==> src/rtl/uart_bus_ctrl.sv <==
// uart_bus_ctrl
//   Memory-mapped UART controller between the CPU data bus and an existing
//   16x-baud UART transmitter/receiver. Received bytes go into an RX FIFO.
//   One outgoing byte is held and handed to the transmitter through a level
//   handshake on tx_en / tx_status.
//
// Parameters
//   PTR_W     RX FIFO pointer width, depth = 2**PTR_W (PTR_W >= 1)
//
// Ports
//   clk        in   system clock
//   reset      in   asynchronous reset, active low
//   addr[1:0]  in   register select: 0 TXDATA, 1 RXDATA, 2 STATUS, 3 CTRL
//   wr, rd     in   one-cycle write / read strobes
//   wdata[7:0] in   write data
//   rdata[7:0] out  registered read data, holds until the next read
//   rx_data    in   received byte, stable while rx_status is high
//   rx_status  in   receiver byte-valid level, rising edge = new byte
//   tx_status  in   transmitter idle level (1 = idle)
//   tx_data    out  byte presented to the transmitter
//   tx_en      out  transmit request level
//   irq        out  interrupt request
//
// Build option
//   UART_IRQ_EN  adds the CTRL register (bit0 rx_ie, bit1 tx_ie) and a
//                registered irq; without it CTRL reads 0 and irq is 0.
//
// TX FSM
//   state | meaning
//   IDLE  | waiting for an occupied holding register and an idle transmitter
//   REQ   | tx_en high, waiting for the transmitter to go busy
//   BUSY  | holding register free again, waiting for the transmitter to idle
module uart_bus_ctrl #(
  parameter int PTR_W = 3
) (
  input  logic       clk,
  input  logic       reset,
  input  logic [1:0] addr,
  input  logic       wr,
  input  logic       rd,
  input  logic [7:0] wdata,
  output logic [7:0] rdata,
  input  logic [7:0] rx_data,
  input  logic       rx_status,
  input  logic       tx_status,
  output logic [7:0] tx_data,
  output logic       tx_en,
  output logic       irq
);

  localparam int DEPTH = 2 ** PTR_W;

  typedef enum logic [1:0] {
    IDLE = 2'd0,
    REQ  = 2'd1,
    BUSY = 2'd2
  } tx_state_t;

  logic rx_s1, rxs, rxs_q;
  logic tx_s1, txs;

  always_ff @(posedge clk or negedge reset) begin
    if (!reset) begin
      rx_s1 <= 1'b0;
      rxs   <= 1'b0;
      rxs_q <= 1'b0;
      tx_s1 <= 1'b0;
      txs   <= 1'b0;
    end else begin
      rx_s1 <= rx_status;
      rxs   <= rx_s1;
      rxs_q <= rxs;
      tx_s1 <= tx_status;
      txs   <= tx_s1;
    end
  end

  // RX FIFO
  logic [7:0]     mem [DEPTH];
  logic [PTR_W:0] wr_ptr, rd_ptr;
  logic           rx_empty, rx_full, rx_rise;
  logic           pop, push, ovr_set;
  logic           overrun;

  assign rx_empty = (wr_ptr == rd_ptr);
  assign rx_full  = (wr_ptr[PTR_W] != rd_ptr[PTR_W]) &&
                    (wr_ptr[PTR_W-1:0] == rd_ptr[PTR_W-1:0]);
  assign rx_rise  = rxs & ~rxs_q;
  assign pop      = rd && (addr == 2'd1) && !rx_empty;
  // A pop in the same cycle frees the slot being written, so a full FIFO
  // still accepts the byte; the read sees the old contents of that slot.
  assign push     = rx_rise && (!rx_full || pop);
  assign ovr_set  = rx_rise && rx_full && !pop;

  always_ff @(posedge clk) begin
    if (push) mem[wr_ptr[PTR_W-1:0]] <= rx_data;
  end

  always_ff @(posedge clk or negedge reset) begin
    if (!reset) begin
      wr_ptr <= '0;
      rd_ptr <= '0;
    end else begin
      if (push) wr_ptr <= wr_ptr + 1'b1;
      if (pop)  rd_ptr <= rd_ptr + 1'b1;
    end
  end

  // Set wins over the clear-on-read of STATUS.
  always_ff @(posedge clk or negedge reset) begin
    if (!reset)                      overrun <= 1'b0;
    else if (ovr_set)                overrun <= 1'b1;
    else if (rd && (addr == 2'd2))   overrun <= 1'b0;
  end

  // TX holding register and FSM
  tx_state_t  state, state_nxt;
  logic       hold_full;
  logic [7:0] hold_data;
  logic       tx_load, hold_free, tx_busy;

  always_ff @(posedge clk or negedge reset) begin
    if (!reset) state <= IDLE;
    else        state <= state_nxt;
  end

  always_comb begin
    state_nxt = state;
    case (state)
      IDLE:    if (hold_full && txs) state_nxt = REQ;
      REQ:     if (!txs)             state_nxt = BUSY;
      BUSY:    if (txs)              state_nxt = IDLE;
      default:                       state_nxt = IDLE;
    endcase
  end

  always_comb begin
    tx_en     = 1'b0;
    tx_load   = 1'b0;
    hold_free = 1'b0;
    case (state)
      IDLE:    tx_load = hold_full && txs;
      REQ: begin
        tx_en     = 1'b1;
        hold_free = !txs;
      end
      default: ;
    endcase
  end

  always_ff @(posedge clk or negedge reset) begin
    if (!reset) begin
      hold_full <= 1'b0;
      hold_data <= 8'h00;
    end else if (hold_free) begin
      hold_full <= 1'b0;
    end else if (wr && (addr == 2'd0) && !hold_full) begin
      hold_full <= 1'b1;
      hold_data <= wdata;
    end
  end

  always_ff @(posedge clk or negedge reset) begin
    if (!reset)       tx_data <= 8'h00;
    else if (tx_load) tx_data <= hold_data;
  end

  assign tx_busy = hold_full || (state != IDLE);

  // CTRL and interrupt
  logic [7:0] ctrl_val;

`ifdef UART_IRQ_EN
  logic rx_ie, tx_ie;

  always_ff @(posedge clk or negedge reset) begin
    if (!reset) begin
      rx_ie <= 1'b0;
      tx_ie <= 1'b0;
      irq   <= 1'b0;
    end else begin
      if (wr && (addr == 2'd3)) begin
        rx_ie <= wdata[0];
        tx_ie <= wdata[1];
      end
      irq <= (rx_ie && !rx_empty) || (tx_ie && !tx_busy);
    end
  end

  assign ctrl_val = {6'b0, tx_ie, rx_ie};
`else
  assign ctrl_val = 8'h00;
  assign irq      = 1'b0;
`endif

  // Read data
  always_ff @(posedge clk or negedge reset) begin
    if (!reset) begin
      rdata <= 8'h00;
    end else if (rd) begin
      case (addr)
        2'd1:    rdata <= rx_empty ? 8'h00 : mem[rd_ptr[PTR_W-1:0]];
        2'd2:    rdata <= {4'b0, overrun, tx_busy, rx_full, !rx_empty};
        2'd3:    rdata <= ctrl_val;
        default: rdata <= 8'h00;
      endcase
    end
  end

endmodule

==> config.mk <==
export PLATFORM = sky130hd
export DESIGN_NAME = uart_bus_ctrl
export DESIGN_NICKNAME = d
export VERILOG_FILES = /design/src/rtl/uart_bus_ctrl.sv
export SDC_FILE = /design/constraint.sdc
export NUM_CORES = 1
export LEC_CHECK = 0
export ABC_AREA = 1
export CAP_MARGIN = 20
export CORE_UTILIZATION = 25
export DETAILED_ROUTE_END_ITERATION = 16
export PLACE_DENSITY_LB_ADDON = 0.2
export SYNTH_ARGS = -nofsm -noshare
export SYNTH_HDL_FRONTEND = slang
export SYNTH_SLANG_ARGS = --single-unit
==> constraint.sdc <==
create_clock -name clk -period 2.2 [get_ports clk]
set_input_delay 0.66 -clock clk [delete_from_list [all_inputs] [get_ports clk]]
set_output_delay 0.66 -clock clk [all_outputs]
set_load 0.005 [all_outputs]
==> results by group <==
Clock tree
  • # clock sinks: about 110
  • CTS tree: done
  • Clk_lat worst skew: ~0.35 ns
  • Root Buffer: clkbuf_16
  • Max clock buf depth: 2
  • CTS Buf Count: 9
  • CTS clk-pin slew, worst paths: around 0.070 ns
  • CTS hold repair buffers: 0
  • H-tree levels: 3

Min path
  • Worst Hold Class: in2async

Yosys
  • Seq/Total Area, Yosys: between 60% and 70%
  • Synth Register Bits: 105
  • Yosys warning total: 0
  • Synth Net Count: 453
  • Cell taking the most area after synthesis: edfxtp_1
  • Area contributors post-synth: edfxtp_1 (43%), dfrtp_1 (23%), nand2_1 (9.4%)
  • Synth top area share: between 40% and 50%
  • Cell Area, Synth: approximately 4400 um2
  • Syn Inst Count: ~420
  • Distinct cell type count of the synthesized netlist: 25
  • Mean Syn Cell Area: between 10 and 15 um2

Global route
  • Pin count of the biggest net entering global routing: 34
  • First-pass GRT wire length: 16230 um
  • Vias in the first global route: 2972
  • Initial antenna violation count: 0
  • Overall Global Routing Usage: about 12%
  • Total gr overflow: 0

Worst setup path
  • CP Data Arrival Time: around 1.4 ns
  • CP max FO: 3
  • CP required: approximately 1.5 ns
  • Crit Path Class: reg2out
  • Critical Path Start Type: register
  • Max incr delay on CP: 0.52 ns
  • Cell Chain, Critical Path: nor2_2, clkdlybuf4s50_1
  • CP endpoint kind: output pin
  • Crit-path slowest cell: clkdlybuf4s50_1

Place
  • Final Wtd Congestion: around 0.78
  • Post-placement cell area: around 5100 um2
  • HPWL after DPL: around 7300 um
  • Worst slack, placed: -0.3783 ns
  • IO Port Bufs: 40

Drt
  • Post-DRT Antenna Nets: 0
  • 1st-pass router iterations: 4
  • Number of DRC markers in iteration 0: around 180
  • Vias: 3003
  • Routed WL per cell: about 15 um
  • WL final: ~10000 um
  • Residual DRC: 0
  • Vias per cell: between 4 and 5

Timing
  • Slew HR: a little over 60%
  • Clk_skew: between 0.009 and 0.01 ns
  • RSZ-0062 raised after global routing: false
  • Crit share post-route: 94.83%
  • Final Hold Viols: 0
  • Worst slew pin tran: approximately 0.57 ns
  • Final setup margin: 0.1137 ns
  • Final Setup Violations: 0
  • Fin crit period: 2.086 ns
  • Max Clk Rate: between 400 and 500 MHz
  • Max Transition Viols Final: 0

Power and ir drop
  • Overall Power: roughly 6.3 mW
  • PwrDens: 1162 nW/um2
  • Leak: ~2.2 nW
  • Peak supply drop: ~490 uV

Floorplanning
  • Top Ports: 42
  • Row Count: 48
  • Initial Utilization: ~26%
  • Die area: 18270 um2
  • Die height: about 140 um
  • Core Region: 17300 um2
  • Die Wd: between 100 and 150 um

Flow run
  • Total of max-cap violations: 0

Finish
  • Post-route cell area: about 5400 um2
  • Ant. Diodes: 0
  • Share of layout cells above drive strength 1: between 10% and 20%
  • Layout area overhead: 22.72%
  • Fill cell count: 1794
  • NumNets Final: roughly 510

Outcome
  • Status: finished clean
-- per-layer routing --
layer,vias up,GRT usage (%),routed length (um)
met3,11,2.095,395
met4,0,4.931,164
met1,1442,16.95,5058
li1,1491,-,-
met2,59,18.40,4790
met5,-,0,0
-- report_power, final --
group	internal (mW)	total [mW]	switching [mW]
combinational	0.831	2.18	1.35
clock	0.786	1.50	0.716
sequential	2.46	2.64	0.176
-- cell usage after synthesis, drive strengths merged --
| master | n |
|---|---|
| inv | 33 |
| edfxtp | 64 |
| xnor2 | 5 |
| buf | 17 |
| xor2 | 6 |
| nand3 | 23 |
| dfrtp | 41 |
| o21ai | 56 |
| nand2 | 115 |
| conb | 1 |
| ha | 5 |
| nor2 | 54 |
| a21oi | 1 |
| clkbuf | 1 |
| a22oi | 2 |
-- cell type report --
type                       count  area (um2)  share of cell area (%)
clock buffer                  12       236.5                   4.347
tap                          225       281.5                   5.175
timing repair buffer          59       550.5                   10.12
inverter                      33       123.9                   2.277
clock inverter                 4       37.54                  0.6900
sequential                   105        2948                   54.19
multi-input combinational    268        1262                   23.21
-- critical path: cells and delay by family (launching register included) --
family                 cells  cell delay [ns]
flip-flops                 1             0.40
AND/OR/NAND/NOR            1             0.16
buffers and inverters      1             0.52
-- per-stage QoR --
stage | TNS [ns] | utilization, % | hold slack, ns | cells
6_report | 0 | 31.45 | 0.2032 | 706
5_1_grt | 0 | 31.45 | 0.2110 | 706
4_1_cts | 0 | 31.35 | 0.2004 | 706
3_5_place_dp | -20.26 | 29.75 | 0.3442 | 690
3_3_place_gp | -18.18 | 29.75 | 0.3425 | 690
2_1_floorplan | 0 | - | 0.3312 | 424
-- logic make-up after synthesis --
kind of cell	after synthesis	synth area share, %
XOR/XNOR	11	2.173
AO/OA/AOI/OAI	59	6.774
AND/OR/NAND/NOR	192	17.58
buffers and inverters	51	5.476
adder cells (fa/ha/maj)	5	1.411
other	1	0.08459
flip-flops	105	66.50
-- timing repair --
action / 4_1_cts / 5_1_grt
setup buffers: 0 / 0
endpoints found under the setup margin: 8 / 57
cloned: 0 / 0
gates resized for setup: 1 / 6
pin swaps: 0 / 1
-- worst paths after layout --
check                           slack, ns  cells past startpoint    endpoint  startpoint
worst max-delay path                 0.11                      2       tx_en    state[1]
worst min-delay path                 0.20                      1  tx_data[4]       reset
worst max register to register       0.31                      8    rdata[6]   rd_ptr[0]
worst min register to register       0.35                      0         rxs       rx_s1
max in group asynchronous            1.45                      2    rdata[0]       reset
min in group clk                     0.35                      0         rxs       rx_s1
-- placed cells by master, fill, tap and decap left out, types with 3 or more instances in the layout --
cell             instances
o21ai_0                 54
nor2_2                   7
xnor2_1                  5
buf_4                   18
nand3_1                 21
edfxtp_1                64
ha_1                     5
nor2_1                  46
nand2_2                  3
dfrtp_1                 41
clkbuf_16                9
xor2_1                   6
clkdlybuf4s50_1         39
inv_1                   31
clkbuf_1                 3
nand2_1                111
-- state kept, by name, summed over array words and instances (netlist names) --
name	flops
hold_full	1
overrun	1
rx_s1	1
mem	64
rxs	1
rd_ptr	4
tx_data	8
hold_data	8
rdata	8
state	2
rxs_q	1
txs	1
tx_s1	1
wr_ptr	4
Note: power is estimated with default switching activity, not from simulation.
